--- src/rtl/counter_sweep_ctrl_pkg.sv ---
// Shared encodings for the counter sweep controller.
// Holds FSM state encodings and sweep mode constants.
package sweep_pkg;

    typedef enum logic [2:0] {
        ST_IDLE     = 3'd0,
        ST_LOAD     = 3'd1,
        ST_RUN_UP   = 3'd2,
        ST_RUN_DOWN = 3'd3,
        ST_DONE     = 3'd4
    } state_e;

    typedef enum logic [1:0] {
        MODE_UP     = 2'b00,
        MODE_DOWN   = 2'b01,
        MODE_BOUNCE = 2'b10,
        MODE_RSVD   = 2'b11
    } mode_e;

endpackage

--- src/rtl/up_down_counter_en.sv ---
// N-bit up/down counter with synchronous load and count enable.
// Ports: clk, rst_n, en, load, up_down, load_val -> count_o.
module up_down_counter_en #(
    parameter int N = 4
) (
    input  logic         clk,
    input  logic         rst_n,
    input  logic         en,
    input  logic         load,
    input  logic         up_down,
    input  logic [N-1:0] load_val,
    output logic [N-1:0] count_o
);

    logic [N-1:0] count_q;

    // Load wins over enable.
    always_ff @(posedge clk or negedge rst_n) begin
        if (!rst_n) begin
            count_q <= '0;
        end else if (load) begin
            count_q <= load_val;
        end else if (en) begin
            count_q <= up_down ? count_q + N'(1) : count_q - N'(1);
        end
    end

    assign count_o = count_q;

endmodule

--- src/rtl/counter_sweep_ctrl.sv ---
// Sweeps a counter between lo and hi in UP, DOWN or BOUNCE mode
// for a programmed number of passes. Ports: start/abort/config in;
// count, up_down, busy, done, cfg_err, pass_cnt out.
module counter_sweep_ctrl
    import sweep_pkg::*;
#(
    parameter int N      = 4,
    parameter int PASS_W = 4
) (
    input  logic              clk,
    input  logic              rst,
    input  logic              start,
    input  logic              abort,
    input  logic [1:0]        mode,
    input  logic [N-1:0]      lo,
    input  logic [N-1:0]      hi,
    input  logic [PASS_W-1:0] passes,
    output logic [N-1:0]      count,
    output logic              up_down,
    output logic              busy,
    output logic              done,
    output logic              cfg_err,
    output logic [PASS_W-1:0] pass_cnt
);

    state_e            state_q;
    mode_e             mode_q;
    logic [N-1:0]      lo_q;
    logic [N-1:0]      hi_q;
    logic [PASS_W-1:0] passes_q;
    logic [PASS_W-1:0] pass_cnt_q;
    logic              up_down_q;
    logic              busy_q;
    logic              done_q;
    logic              cfg_err_q;

    logic              cnt_load;
    logic              cnt_en;
    logic              cnt_dir;
    logic [N-1:0]      cnt_val;
    logic              at_hi;
    logic              at_lo;
    logic              last;
    logic              pass_evt;

    assign at_hi = (count == hi_q);
    assign at_lo = (count == lo_q);

    // Completing pass is the final one only for a nonzero pass budget.
    assign last = (passes_q != '0) &&
                  (PASS_W'(pass_cnt_q + 1'b1) == passes_q);

    // BOUNCE turning at hi is only half a pass.
    assign pass_evt = !abort &&
        ((state_q == ST_RUN_UP && at_hi && mode_q != MODE_BOUNCE) ||
         (state_q == ST_RUN_DOWN && at_lo));

    always_comb begin
        cnt_load = 1'b0;
        cnt_en   = 1'b0;
        cnt_dir  = up_down_q;
        cnt_val  = lo_q;
        if (!abort) begin
            unique case (state_q)
                ST_LOAD: begin
                    cnt_load = 1'b1;
                    cnt_val  = (mode_q == MODE_DOWN) ? hi_q : lo_q;
                end
                ST_RUN_UP: begin
                    if (!at_hi) begin
                        cnt_en  = 1'b1;
                        cnt_dir = 1'b1;
                    end else if (mode_q == MODE_BOUNCE) begin
                        cnt_load = 1'b1;
                        cnt_val  = hi_q - N'(1);
                    end else if (!last) begin
                        cnt_load = 1'b1;
                        cnt_val  = lo_q;
                    end
                end
                ST_RUN_DOWN: begin
                    if (!at_lo) begin
                        cnt_en  = 1'b1;
                        cnt_dir = 1'b0;
                    end else if (!last) begin
                        cnt_load = 1'b1;
                        cnt_val  = (mode_q == MODE_DOWN) ? hi_q
                                                         : lo_q + N'(1);
                    end
                end
                default: ;
            endcase
        end
    end

    always_ff @(posedge clk or negedge rst) begin
        if (!rst) begin
            state_q    <= ST_IDLE;
            mode_q     <= MODE_UP;
            lo_q       <= '0;
            hi_q       <= '0;
            passes_q   <= '0;
            pass_cnt_q <= '0;
            up_down_q  <= 1'b1;
            busy_q     <= 1'b0;
            done_q     <= 1'b0;
            cfg_err_q  <= 1'b0;
        end else begin
            done_q    <= 1'b0;
            cfg_err_q <= 1'b0;
            if (abort) begin
                state_q <= ST_IDLE;
                busy_q  <= 1'b0;
            end else begin
                unique case (state_q)
                    ST_IDLE: begin
                        if (start) begin
                            if (mode == MODE_RSVD || lo >= hi) begin
                                cfg_err_q <= 1'b1;
                            end else begin
                                mode_q     <= mode_e'(mode);
                                lo_q       <= lo;
                                hi_q       <= hi;
                                passes_q   <= passes;
                                pass_cnt_q <= '0;
                                state_q    <= ST_LOAD;
                                busy_q     <= 1'b1;
                            end
                        end
                    end
                    ST_LOAD: begin
                        if (mode_q == MODE_DOWN) begin
                            up_down_q <= 1'b0;
                            state_q   <= ST_RUN_DOWN;
                        end else begin
                            up_down_q <= 1'b1;
                            state_q   <= ST_RUN_UP;
                        end
                    end
                    ST_RUN_UP: begin
                        if (at_hi) begin
                            if (mode_q == MODE_BOUNCE) begin
                                up_down_q <= 1'b0;
                                state_q   <= ST_RUN_DOWN;
                            end else if (last) begin
                                state_q <= ST_DONE;
                                busy_q  <= 1'b0;
                                done_q  <= 1'b1;
                            end
                        end
                    end
                    ST_RUN_DOWN: begin
                        if (at_lo) begin
                            if (last) begin
                                state_q <= ST_DONE;
                                busy_q  <= 1'b0;
                                done_q  <= 1'b1;
                            end else if (mode_q == MODE_BOUNCE) begin
                                up_down_q <= 1'b1;
                                state_q   <= ST_RUN_UP;
                            end
                        end
                    end
                    ST_DONE: state_q <= ST_IDLE;
                    default: state_q <= ST_IDLE;
                endcase
                if (pass_evt && pass_cnt_q != '1) begin
                    pass_cnt_q <= pass_cnt_q + 1'b1;
                end
            end
        end
    end

    up_down_counter_en #(.N(N)) u_cnt (
        .clk      (clk),
        .rst_n    (rst),
        .en       (cnt_en),
        .load     (cnt_load),
        .up_down  (cnt_dir),
        .load_val (cnt_val),
        .count_o  (count)
    );

    assign up_down  = up_down_q;
    assign busy     = busy_q;
    assign done     = done_q;
    assign cfg_err  = cfg_err_q;
    assign pass_cnt = pass_cnt_q;

endmodule

--- config.mk ---
export PLATFORM = sky130hd
export DESIGN_NAME = counter_sweep_ctrl
export DESIGN_NICKNAME = d
export VERILOG_FILES = /design/src/rtl/counter_sweep_ctrl_pkg.sv /design/src/rtl/up_down_counter_en.sv /design/src/rtl/counter_sweep_ctrl.sv
export SDC_FILE = /design/constraint.sdc
export NUM_CORES = 1
export LEC_CHECK = 0
export BUFFER_PORTS_ARGS = -buffer_cell sky130_fd_sc_hd__buf_4
export CAP_MARGIN = 20
export CORE_MARGIN = 2
export CORE_UTILIZATION = 50
export CTS_BUF_LIST = sky130_fd_sc_hd__clkbuf_8
export DETAILED_ROUTE_END_ITERATION = 10
export PLACE_DENSITY = 0.82
export SYNTH_ARGS = -nofsm -noshare
export SYNTH_HDL_FRONTEND = slang
export SYNTH_SLANG_ARGS = --single-unit
export TNS_END_PERCENT = 1
--- constraint.sdc ---
create_clock -name clk -period 2.6 [get_ports clk]
set_input_delay 0.52 -clock clk [delete_from_list [all_inputs] [get_ports clk]]
set_output_delay 0.52 -clock clk [all_outputs]
set_load 0.02 [all_outputs]
; ---- Word level (Yosys, flattened, before mapping)
; Index checks and enable logic that the tools add are counted.
[totals]
latchBits = 0
rom_bits = 0
ramBits = 0
in_bits = 18
reg_bits = 29
n_memories = 0
[op_classes]
bitwise = 2
mul = 0
n_addsub = 5
n_eq_ne = 24
order_cmp = 1
shift = 0
n_reduce_logical = 21
mux = 65
div_mod_pow = 0
[op_table]
columns = cell, count
row1 = $mux W4, 14
row2 = $mux W1, 34
row3 = $mux W3, 9
row4 = $ne A3 B3 Y1 const B, 5
row5 = $add A4 B1 Y4 const B, 3
row6 = $eq A4 B4 Y1, 3
row7 = $pmux W3 S4, 1
row8 = $pmux W4 S3, 1
row9 = $reduce_and A6 Y1, 2
row10 = $pmux W1 S3, 3
row11 = $ne A2 B2 Y1 const B, 4
row12 = $ne A4 B3 Y1 const B, 2
row13 = $reduce_and A4 Y1, 2
row14 = $reduce_bool A4 Y1, 2
row15 = $sub A4 B1 Y4 const B, 2
row16 = $reduce_and A7 Y1, 1
row17 = $eq A3 B2 Y1 const B, 2
row18 = $logic_and A1 B1 Y1, 6
row19 = $ne A2 B1 Y1 const B, 3
row20 = $pmux W1 S2, 3
row21 = $reduce_bool A2 Y1, 3
row22 = $eq A2 B2 Y1 const B, 2
row23 = $ge A4 B4 Y1, 1
row24 = $ne A4 B4 Y1 const B, 1
row25 = other kinds (7), 9

; ---- Logic depth before layout (Yosys ltp)
; Gate-level depths: netlist of the first run.
[logic_depth]
ltp_word = 9
mapped_depth = 12
ltp_nobuf = 11

; ---- Cells and area by module
; Synthesis of the first run repeated with hierarchy kept, for this count alone.
[unflattened]
hier_cells = 241
hier_area_um2 = 2249.7
[by_module_without_submodules]
columns = module, seq_area_each_um2, instances, area_each_um2, cells_each
row1 = counter_sweep_ctrl, 626.9, 1, 1938.1, 209
row2 = up_down_counter_en, 100.1, 1, 311.5, 32

; ---- Worst setup path after synthesis of the first run
; OpenSTA, ideal clock, no wires.
[synth_path]
path_kind = reg-to-reg
startpoint = reg u_cnt.count_q[1] (netlist: u_cnt.count_o[1])
endpoint = reg u_cnt.count_q[2] (netlist: u_cnt.count_o[2])
path_buffers = 1
slack_ns = 0.130
t_arrival_ns = 2.351
required_time_ns = 2.481
stages_incl_launch_ff = 13
path_cell_list = dfrtp_1 -> buf_2 -> xnor2_1 -> nand4_1 -> nor3b_2 -> o21bai_1 -> xor2_1 -> ha_1 -> nor2_1 -> mux2i_1 -> o31ai_1 -> a21oi_1 -> a21bo_1
[synth_via]
elab_chain_cells = 7
elab_cells_between_ends = 24
classes_between = add/sub (2) / eq/ne (2) / mux (19) / reduce/logical (1)
[synth_lines]
columns = element, line
row1 = "start, declared", up_down_counter_en.sv:15  ; logic [N-1:0] count_q;
row2 = "start signal, assigned", up_down_counter_en.sv:22  ; count_q <= load_val;
row3 = "start signal, assigned", up_down_counter_en.sv:24  ; count_q <= up_down ? count_q + N'(1) : count_q - N'(1);
row4 = "$eq A4 B4 Y1, on equally long branches", "counter_sweep_ctrl.sv:47, counter_sweep_ctrl.sv:46"
row5 = "$mux W1, on equally long branches", "counter_sweep_ctrl.sv:82, counter_sweep_ctrl.sv:70"
row6 = $pmux W1 S2, counter_sweep_ctrl.sv:64  ; unique case (state_q)
row7 = $mux W1, counter_sweep_ctrl.sv:63  ; if (!abort) begin
row8 = $mux W4, up_down_counter_en.sv:24
row9 = $mux W4, up_down_counter_en.sv:23  ; end else if (en) begin
row10 = $mux W4, up_down_counter_en.sv:21  ; end else if (load) begin
; Parallel ways exist; a longest one is shown, timed or not. The select of a mux whose other input is x is not followed.
; A chain may end at the register's enable or synchronous reset.

; ---- Worst setup path in the final report of the first run
[layout_path]
startpoint = reg state_q[0]
endpoint = reg u_cnt.count_q[2] (netlist: u_cnt.count_o[2])
[layout_via]
elab_chain_cells = 6
elab_cells_between_ends = 15
classes_between = eq/ne (3) / mux (11) / reduce/logical (1)
[layout_lines]
columns = element, line
row1 = "start, declared", counter_sweep_ctrl.sv:26  ; state_e state_q;
row2 = "start signal, assigned", counter_sweep_ctrl.sv:98  ; state_q <= ST_IDLE;
row3 = "start signal, assigned", counter_sweep_ctrl.sv:112  ; state_q <= ST_IDLE;
row4 = "start signal, assigned", counter_sweep_ctrl.sv:126  ; state_q <= ST_LOAD;
row5 = $eq A3 B2 Y1, counter_sweep_ctrl.sv:64
row6 = $pmux W1 S2, counter_sweep_ctrl.sv:64
row7 = $mux W1, counter_sweep_ctrl.sv:63
row8 = $mux W4, up_down_counter_en.sv:24
row9 = $mux W4, up_down_counter_en.sv:23
row10 = $mux W4, up_down_counter_en.sv:21
; Parallel ways exist; a longest one is shown, timed or not. The select of a mux whose other input is x is not followed.

==> reports/results.txt, run 1 <==
Outcome: complete, no violations
Area leader, netlist: dfrtp_1
Met2 Usage GRT: 36.8%
Netlist Area Pre-Place: 0.00203 mm^2
Post-route minimum period: 2.40 ns
Clk sinks: 29
Final-layout fill cell count: 346
Synth area leaders: dfrtp_1 (35%), mux2_2 (6.7%), xnor2_1 (6.1%)
Switching pwr: 0.00122 W
Leakage power: 1.09 nW
Final Setup Violations: 0
Initial Util: 51.4%
DP Wirelength: 3620 um
Clock-pin slew on the worst setup and hold paths: 0.06 ns
Met1 GRT Util: 31.8%
Port Buffers: 29
First-pass GRT wire length: 7900 um
CP Data Arrival Time: 2.58 ns
Routed Antenna Nets: 0
Max-cap check violation count: 0
CTS H-Tree Depth: 2
Number of enable flip-flop cells after synthesis: 0
Worst R2R Start: state_q[0]
Worst-Margin Slew: 0.643 ns
Most frequent cell after synthesis: dfrtp_1
Via count: 1780
Gr usage total: 23.2%
Slew Limit Fails: 0
Hold slack: 0.145 ns
Via density: 5.71
Syn avg cell area: 9.21 um^2
Async set-reset flop share out of synthesis: 100%
Post-route insts no fill: 312
Crit-path cells: and2b_1, nand2_1, nor3b_4, o21bai_2, xor2_1, ha_1, nor2_1, mux2i_1, o31ai_1, a21oi_1, a21bo_1
IR drop worst, VDD: 0.647 mV
Clock Latency Late Sink: 0.29 ns
Area share of the largest cell type after synthesis: 34.6%
Final setup TNS: 0 ns
CP max FO: 9
FMAX: 416 MHz
Die footprint: 0.00458 mm^2
TritonCTS Buffers: 5
Clock skew: 0.00283 ns
Cells after Synth: 220
Final Wtd Congestion: 0.895
Min-delay worst type: primary input to async pin
Maximum buffer depth of the clock tree: 2
Endpoints failing hold: 0
Post-route DRC: 0
P_int: 0.00159 W
Core box area: 0.00394 mm^2
Yosys cell types: 52
Layout Nets: 287
Post-route clock period utilization: 92.4%
Slew headroom: 57.1%
Crit Path Class: flip-flop to flip-flop
DR pass1 iterations: 4
Iter 0 DRT Violations: 100
Main flop type after synthesis: dfrtp_1
Top Ports: 30
Met3 GRT Util: 5.00%
# hold bufs at CTS: 0
Die span in y: 67.7 um
CTS root buf: clkbuf_8
Largest net degree at the start of global routing: 30
# rows: 23
Share of layout cells above drive strength 1: 29.0%
Commonest cells post-synth: dfrtp_1 (28), nand2_1 (20), nor2_1 (18)
Total grt overflow: 0
Sequential fraction of design power: 30.2%
Pwr dens: 1130 mW/mm^2
Startpoint types: flip-flop
Slowest-stage cell, CP: dfrtp_1
Worst Setup SP: state_q[0]
FF+latch count, synth: 29
Routed len/inst: 15.2 um
Area added between synthesis and finish: 22.5%
CTS tree: yes
Vias in the first global route: 1675
CP max stage delay: 0.50 ns
Clock power frac: 13.0%
Drt total wl: 4730 um
# diodes: 0
Syn Nets: 246
Sw Share: 43.6%
Die W: 67.7 um
Placement Cell Area: 0.00237 mm^2
Post-synthesis sequential area ratio: 35.9%
Placed cell count: 303
Final Cell Area: 0.00248 mm^2
Grt peak-use layer: met2
Tot Pwr: 0.00281 W
Antenna violations before repair: 0
Gate power share: 56.7%
CP Data Required Time: 2.78 ns
Worst setup EP type: flip-flop
YS warnings: 0
[power by group through the flow]
stage / Combinational (W) / Sequential [W] / Clock [W]
global route: 0.00175 / 0.000872 / 0.000396
detailed placement: 0.00154 / 0.000850 / 0
global placement: 0.00150 / 0.000838 / 0
finish: 0.00159 / 0.000849 / 0.000366
floorplan: 0.00107 / 0.000853 / 0
CTS: 0.00155 / 0.000842 / 0.000371
[flip-flops by register name, summed over array words and instances (netlist names)]
register,cells
busy,1
cfg_err,1
done,1
hi_q,4
lo_q,4
mode_q,2
pass_cnt,4
passes_q,4
state_q,3
u_cnt.count_o,4
up_down,1
[stage by stage]
step | setup slack [ns] | utilization [%]
global placement | 0.0960 | 60.1
detailed placement | 0.0845 | 60.1
finish | 0.197 | 62.9
floorplan | 0.130 | -
CTS | 0.0733 | 62.3
global route | -0.000507 | 62.9
[cell families (layout without fill, tap and decap cells)]
logic type      Yosys count  count (layout)  synth area share (%)
compound gates           57              57                  18.8
xor+xnor                 17              17                  7.35
fa+ha+maj                 8               8                  4.94
buf+inv                  17              59                  3.64
flops                    29              29                  35.9
mux                      18              18                  9.94
simple gates             74              74                  19.4
[critical path, delay by kind of cell (launching register included)]
| kind | cells | cell delay (ns) |
|---|---|---|
| AO/OA/AOI/OAI | 4 | 0.62 |
| flip-flops | 1 | 0.50 |
| adder cells (fa/ha/maj) | 1 | 0.18 |
| multiplexers | 1 | 0.21 |
| AND/OR/NAND/NOR | 4 | 0.60 |
| XOR/XNOR | 1 | 0.18 |
[layout by cell type, fill, tap and decap left out, drive strengths merged, types with 3 or more instances in the layout]
cell    Yosys  final
nand3       5      5
a21oi      14     14
nor2       18     18
nand2b      5      5
xnor2      14     14
o22ai       7      7
ha          8      8
nand3b      4      4
nand2      21     21
mux2       14     14
buf         4     42
dfrtp      28     28
clkbuf      4      5
mux2i       4      4
xor2        3      3
inv         9      9
and3        3      3
nor3        5      5
o21ai      15     15
o31ai       3      3
nor3b       5      5
[final timing paths]
kind | end | slack, ns | cells past startpoint
setup / recovery | u_cnt.count_o[2] | 0.20 | 11
hold / removal | pass_cnt[3] | 0.14 | 1
setup reg to reg | u_cnt.count_o[2] | 0.20 | 11
hold reg to reg | up_down | 0.53 | 2
max in group asynchronous | up_down | 2.15 | 1
min in group clk | hi_q[1] | 0.44 | 3
[area by class of cell]
| type | instances | area [um^2] | area share [%] |
|---|---|---|---|
| timing repair buffer | 42 | 328 | 13.2 |
| clock inverter | 3 | 17.5 | 0.706 |
| sequential | 29 | 727 | 29.3 |
| inverter | 9 | 33.8 | 1.36 |
| multi-input combinational | 174 | 1240 | 50.1 |
| tap | 50 | 62.6 | 2.52 |
| clock buffer | 5 | 68.8 | 2.77 |
[what timing repair did]
action,in CTS,in global routing
resized for setup,0,4
buffers inserted,0,1
endpoints found under the hold margin,0,0
endpoints found under the setup margin,0,1
[metal layers]
layer,vias to the layer above,share of wire (%)
li1,877,-
met1,833,47
met2,64,46
met3,6,5.7
met4,0,1.3
met5,-,0
No activity file was read; power rests on OpenSTA's default activity.
==> inputs of run 2 (changes only) <==
--- a/config.mk
+++ b/config.mk
@@ -11,7 +11,7 @@
 export CORE_UTILIZATION = 50
 export CTS_BUF_LIST = sky130_fd_sc_hd__clkbuf_8
 export DETAILED_ROUTE_END_ITERATION = 10
-export PLACE_DENSITY = 0.82
+export PLACE_DENSITY = 0.71
 export SYNTH_ARGS = -nofsm -noshare
 export SYNTH_HDL_FRONTEND = slang
 export SYNTH_SLANG_ARGS = --single-unit
==> run 2 against run 1 <==
Combinational power shrank 3%. Flip-flop and latch count is the same. Clock power increased by 33%. Critical endpoint is now u_cnt.count_o[0]. Largest power group unchanged. Highest routed layer unchanged.
==> reports/results.txt, run 2 (synthesized netlist as in run 1, its figures left out) <==
CTS H-Tree Depth: 2 (unchanged)
RSZ-0062 raised after global routing: yes
DP Wirelength: 3610 um (-0.12%)
Total grt overflow: 0 (unchanged)
Routed Antenna Nets: 0 (unchanged)
Final core utilization: 63.8% (+0.86 points)
TritonCTS Buffers: 5 (unchanged)
Clock Latency Late Sink: 0.29 ns (about the same)
CP max stage delay: 0.44 ns (-0.06 ns)
Slowest-stage cell, CP: dfrtp_1
Via count: 1797 (+0.96%)
IR drop worst, VDD: 0.601 mV (-7.0%)
Worst setup EP type: flip-flop
Slew Limit Fails: 0 (unchanged)
Clock-pin slew on the worst setup and hold paths: 0.06 ns (about the same)
Crit-path cells: ha_1, xnor2_1, xnor2_1, nor3_4, a21oi_2, mux2_1, a31oi_1, o211ai_1, o211a_1
FMAX: 418 MHz (+0.56%)
Post-route DRC: 0 (unchanged)
Final Cell Area: 0.00251 mm^2 (+1.4%)
Maximum buffer depth of the clock tree: 2 (unchanged)
Startpoint types: flip-flop
Placement Cell Area: 0.00235 mm^2 (-0.63%)
Min-delay worst type: primary input to async pin
Hold slack: 0.149 ns (+0.00455 ns)
Clock skew: 0.00310 ns (+0.000274 ns)
# hold bufs at CTS: 0 (unchanged)
Worst-Margin Slew: 0.652 ns (+0.00904 ns)
Layout Nets: 286 (-0.35%)
Core box area: 0.00394 mm^2 (unchanged)
Die W: 67.7 um (unchanged)
# diodes: 0 (unchanged)
Largest net degree at the start of global routing: 30 (unchanged)
Share of layout cells above drive strength 1: 29.1% (+0.11 points)
Die span in y: 67.7 um (unchanged)
Slew headroom: 56.5% (-0.60 points)
Antenna violations before repair: 0 (unchanged)
Final Setup Violations: 0 (unchanged)
CP Data Arrival Time: 2.57 ns (about the same)
Pwr dens: 1150 mW/mm^2 (+1.9%)
Iter 0 DRT Violations: 131 (+31%)
Most frequent cells in the layout: buf_4 (40), dfrtp_1 (27), nand2_1 (20)
Gr usage total: 23.5% (+0.34 points)
Outcome: complete, no violations
CTS tree: yes
First-pass GRT wire length: 7900 um (unchanged)
CP Data Required Time: 2.78 ns (about the same)
Via density: 5.78 (+1.3%)
Slack of the critical path: 0.210 ns (+0.0134 ns)
Worst path top cell family by delay: compound AO/OA/AOI/OAI gates
Drt total wl: 4770 um (+0.72%)
Die footprint: 0.00458 mm^2 (unchanged)
DR pass1 iterations: 4 (unchanged)
Initial Util: 51.4% (unchanged)
Post-route insts no fill: 311 (-0.32%)
# rows: 23 (unchanged)
Port Buffers: 29 (unchanged)
Commonest non-fill, non-tap cell in the layout: buf_4
Endpoints failing hold: 0 (unchanged)
Max-cap check violation count: 0 (unchanged)
Routed len/inst: 15.3 um (+1.0%)
Crit Path Class: flip-flop to flip-flop
Area added between synthesis and finish: 24.2%
Crit path buffers/inverters: 0 (unchanged)
Pre-CTS setup slack: 0.0892 ns (+0.00471 ns)
Placed cell count: 301 (-0.66%)
Post-route minimum period: 2.39 ns (-0.0134 ns)
CTS root buf: clkbuf_8
Top Ports: 30 (unchanged)
CP max FO: 6 (-3)
Cell repeated most along the worst path: xnor2_1
Clk sinks: 29 (unchanged)
Post-route clock period utilization: 91.9% (-0.52 points)
Vias in the first global route: 1701 (+1.6%)
Final Wtd Congestion: 0.868 (-3.1%)
Leakage power: 1.11 nW (+1.8%)
==> run 2: path summary, 6_finish.rpt <==
| path | slack [ns] | cells after the start | endpoint | startpoint |
|---|---|---|---|---|
| max | 0.21 | 9 | u_cnt.count_o[0] | pass_cnt[0] |
| min | 0.15 | 1 | busy | rst |
| max reg2reg | 0.21 | 9 | u_cnt.count_o[0] | pass_cnt[0] |
| min reg2reg | 0.51 | 2 | up_down | up_down |
| max in group asynchronous | 2.14 | 1 | up_down | rst |
| min in group clk | 0.45 | 3 | hi_q[1] | hi[1] |
==> run 2: area by class of cell <==
type	instances	area (um^2)
Tap cell	50	62.6
Clock buffer	6	82.6
Multi-Input combinational cell	174	1250
Inverter	9	33.8
Timing Repair Buffer	41	320
Fill cell	354	1430
Sequential cell	29	728
Clock inverter	2	33.8
==> run 2: routing by layer <==
metal	routed length, um	track usage [%]	vias to the layer above
met3	239	5.67	5
met5	0	0	-
li1	-	-	872
met2	2290	38.2	48
met4	63	7.65	0
met1	2180	30.7	872
==> run 2: where the power goes <==
part           internal, W  switching (W)
registers         0.000629       0.000234
logic             0.000761       0.000791
clock network     0.000308       0.000180
==> run 2: what timing repair did <==
action,in CTS,in global routing
resized for setup,0,6
setup endpoints to repair,0,4
endpoints found under the hold margin,0,0
setup buffers,0,2
==> run 2: worst register-to-register path, cell delays in order, from the launching register on <==
cell	delay (ns)
dfrtp_1	0.44
ha_1	0.25
xnor2_1	0.25
xnor2_1	0.20
nor3_4	0.09
a21oi_2	0.31
mux2_1	0.36
a31oi_1	0.14
o211ai_1	0.10
o211a_1	0.15
==> run 2: per-stage QoR <==
step	TNS (ns)	power, W
final	0	0.00290
after global routing	-0.00335	0.00313
after CTS	0	0.00286
after detailed placement	0	0.00236
after global placement	0	0.00233
after floorplan	0	0.00193
==> inputs of run 3 (changes only) <==
--- a/config.mk
+++ b/config.mk
@@ -7,6 +7,7 @@
 export LEC_CHECK = 0
 export BUFFER_PORTS_ARGS = -buffer_cell sky130_fd_sc_hd__buf_4
 export CAP_MARGIN = 20
+export CORE_ASPECT_RATIO = 1.2
 export CORE_MARGIN = 2
 export CORE_UTILIZATION = 50
 export CTS_BUF_LIST = sky130_fd_sc_hd__clkbuf_8
==> constraint.sdc (replaced) <==
create_clock -name clk -period 2.6 [get_ports clk]
set_input_delay 0.39 -clock clk [delete_from_list [all_inputs] [get_ports clk]]
set_output_delay 0.39 -clock clk [all_outputs]
set_load 0.02 [all_outputs]
==> run 3 against run 2 <==
Sequential share of layout area grew 0.79 points. Sequential power is 2.8% lower. Cell area decreased by 2.8%. Register-to-register slack worse by 0.06 ns. Combinational power is essentially flat. Count of clock-buffer cells in the layout decreased by 1. Worst hold slack got worse by 0.13 ns. Wire length shrank 4.3%. Fmax decreased by 2.6%. Critical path depth grew 2. Power fell by 6.2%. Largest cell class unchanged.
==> reports/results.txt, run 3 (synthesized netlist as in run 1, its figures left out) <==
DP Wirelength: 3540 um (-1.9%)
Die span in y: 73.7 um (+9.0%)
Final Setup Violations: 0 (unchanged)
Outcome: complete, no violations
Most frequent cells in the layout: buf_4 (41), dfrtp_1 (28), nand2_1 (20)
Total grt overflow: 0 (unchanged)
Worst setup EP type: flip-flop
P_int: 0.00155 W (-8.6%)
Antenna violations before repair: 0 (unchanged)
Top Ports: 30 (unchanged)
Final setup TNS: 0 ns (unchanged)
Met2 wire len: 2190 um (-4.2%)
Slack of the critical path: 0.148 ns (-0.0626 ns)
Leakage power: 1.08 nW (-2.6%)
# diodes: 0 (unchanged)
Crit Path Class: flip-flop to flip-flop
Core box area: 0.00391 mm^2 (-0.83%)
RSZ-0062 raised after global routing: no
Endpoints failing hold: 0 (unchanged)
Routed Antenna Nets: 0 (unchanged)
Share of layout cells above drive strength 1: 28.0% (-1.1 points)
Clock power frac: 12.9% (-3.9 points)
Post-CTS sizing: 0 (unchanged)
Crit-path cells: nand2b_1, or2_2, nor3b_2, o21bai_1, xor2_1, ha_1, nor2_1, mux2i_1, o31ai_1, a21oi_1, a21bo_1
Postcts setup bufs: 0 (unchanged)
Sequential fraction of design power: 30.8% (+1.1 points)
Drt total wl: 4560 um (-4.3%)
Final-layout fill cell count: 374 (+5.6%)
Slew Limit Fails: 0 (unchanged)
Worst-Margin Slew: 0.631 ns (-0.0212 ns)
Top layer used by detailed routing: met4
Initial Util: 51.8% (+0.43 points)
CTS tree: yes
Die footprint: 0.00458 mm^2 (about the same)
Via count: 1750 (-2.6%)
Via density: 5.56 (-3.9%)
CP Data Arrival Time: 2.63 ns (+0.06 ns)
Min-delay worst type: primary input to async pin
Post-route clock period utilization: 94.3% (+2.4 points)
CP max FO: 5 (-1)
Largest net degree at the start of global routing: 30 (unchanged)
Gate power share: 56.3% (+2.8 points)
Pre-CTS setup slack: 0.172 ns (+0.0828 ns)
Iter 0 DRT Violations: 110 (-16%)
# hold bufs at CTS: 0 (unchanged)
TritonCTS Buffers: 5 (unchanged)
Slowest-stage cell, CP: dfrtp_1
IR drop worst, VDD: 0.581 mV (-3.4%)
Post-route minimum period: 2.45 ns (+0.0626 ns)
Worst reg-to-reg setup slack: 0.15 ns (-0.06 ns)
Crit path buffers/inverters: 0 (unchanged)
Commonest non-fill, non-tap cell in the layout: buf_4
DR pass1 iterations: 4 (unchanged)
CTS root buf: clkbuf_8
Layout Nets: 286 (unchanged)
Wl on met1: 2130 um (-2.2%)
CP Data Required Time: 2.77 ns (about the same)
Clock skew: 0.00231 ns (-0.000799 ns)
Vias in the first global route: 1675 (-1.5%)
Port Buffers: 29 (unchanged)
CTS H-Tree Depth: 2 (unchanged)
Clk sinks: 29 (unchanged)
Post-route DRC: 0 (unchanged)
# rows: 25 (+8.7%)
Tot Pwr: 0.00272 W (-6.2%)
FF/Latch Area: 727 um^2 (-0.17%)
Final Cell Area: 0.00244 mm^2 (-2.8%)
Area added between synthesis and finish: 20.6%
Placement Cell Area: 0.00236 mm^2 (+0.32%)
Clock Latency Late Sink: 0.28 ns (about the same)
CP max stage delay: 0.41 ns (-0.03 ns)
Clock-pin slew on the worst setup and hold paths: 0.06 ns (about the same)
Max-cap check violation count: 0 (unchanged)
Sw Share: 43.0% (+1.5 points)
Pwr dens: 1110 mW/mm^2 (-3.5%)
First-pass GRT wire length: 7850 um (-0.70%)
Final Wtd Congestion: 0.906 (+4.4%)
Maximum buffer depth of the clock tree: 2 (unchanged)
Worst path top cell family by delay: simple AND/OR/NAND/NOR gates
Slew headroom: 57.9% (+1.4 points)
Die W: 62.1 um (-8.2%)
Gr usage total: 21.9% (-1.6 points)
Startpoint types: flip-flop
Area of the multi-input gates: 0.00122 mm^2 (-2.3%)
FMAX: 408 MHz (-2.6%)
Met3 Wirelength: 172 um (-28%)
Routed len/inst: 14.5 um (-5.5%)
Switching pwr: 0.00117 W (-2.9%)
-- run 3: cell type report --
cell class,count,area share (%)
Clock inverter,3,0.563
Multi-Input combinational cell,174,50.1
Timing Repair Buffer,41,12.6
Sequential cell,29,29.7
Clock buffer,5,2.82
Tap cell,54,2.76
Inverter,9,1.38
-- run 3: power by group through the flow --
stage                     Combinational, W  Sequential, W  Clock (W)
after global placement             0.00151       0.000845          0
final                              0.00153       0.000839   0.000350
after CTS                          0.00154       0.000840   0.000361
after global routing               0.00169       0.000871   0.000381
after floorplan                    0.00107       0.000853          0
after detailed placement           0.00153       0.000848          0
-- run 3: final timing paths --
check	startpoint	end	cells after the start
max	state_q[2]	u_cnt.count_o[2]	11
min	rst	hi_q[2]	1
max reg2reg	state_q[2]	u_cnt.count_o[2]	11
min reg2reg	up_down	up_down	2
max in group asynchronous	rst	up_down	1
min in group clk	hi[0]	hi_q[0]	3
-- run 3: through the flow --
| step | std cells | util (%) | hold slack, ns |
|---|---|---|---|
| global route | 315 | 62.5 | 0.0522 |
| CTS | 315 | 62.5 | 0.0367 |
| finish | 315 | 62.5 | 0.0225 |
| floorplan | 220 | - | 0.0944 |
| global placement | 307 | 60.4 | 0.336 |
| detailed placement | 307 | 60.4 | 0.341 |
-- run 3: worst register-to-register path: cells and delay by family (launching register included) --
kind            cells  cell delay (ns)
simple gates        4             0.87
compound gates      4             0.57
flops               1             0.41
fa+ha+maj           1             0.18
mux                 1             0.16
xor+xnor            1             0.15
-- run 3: routing by layer --
layer / vias to the layer above / global-route usage [%]
li1: 870 / -
met1: 832 / 27.8
met2: 43 / 37.7
met3: 5 / 4.13
met4: 0 / 8.15
met5: - / 0
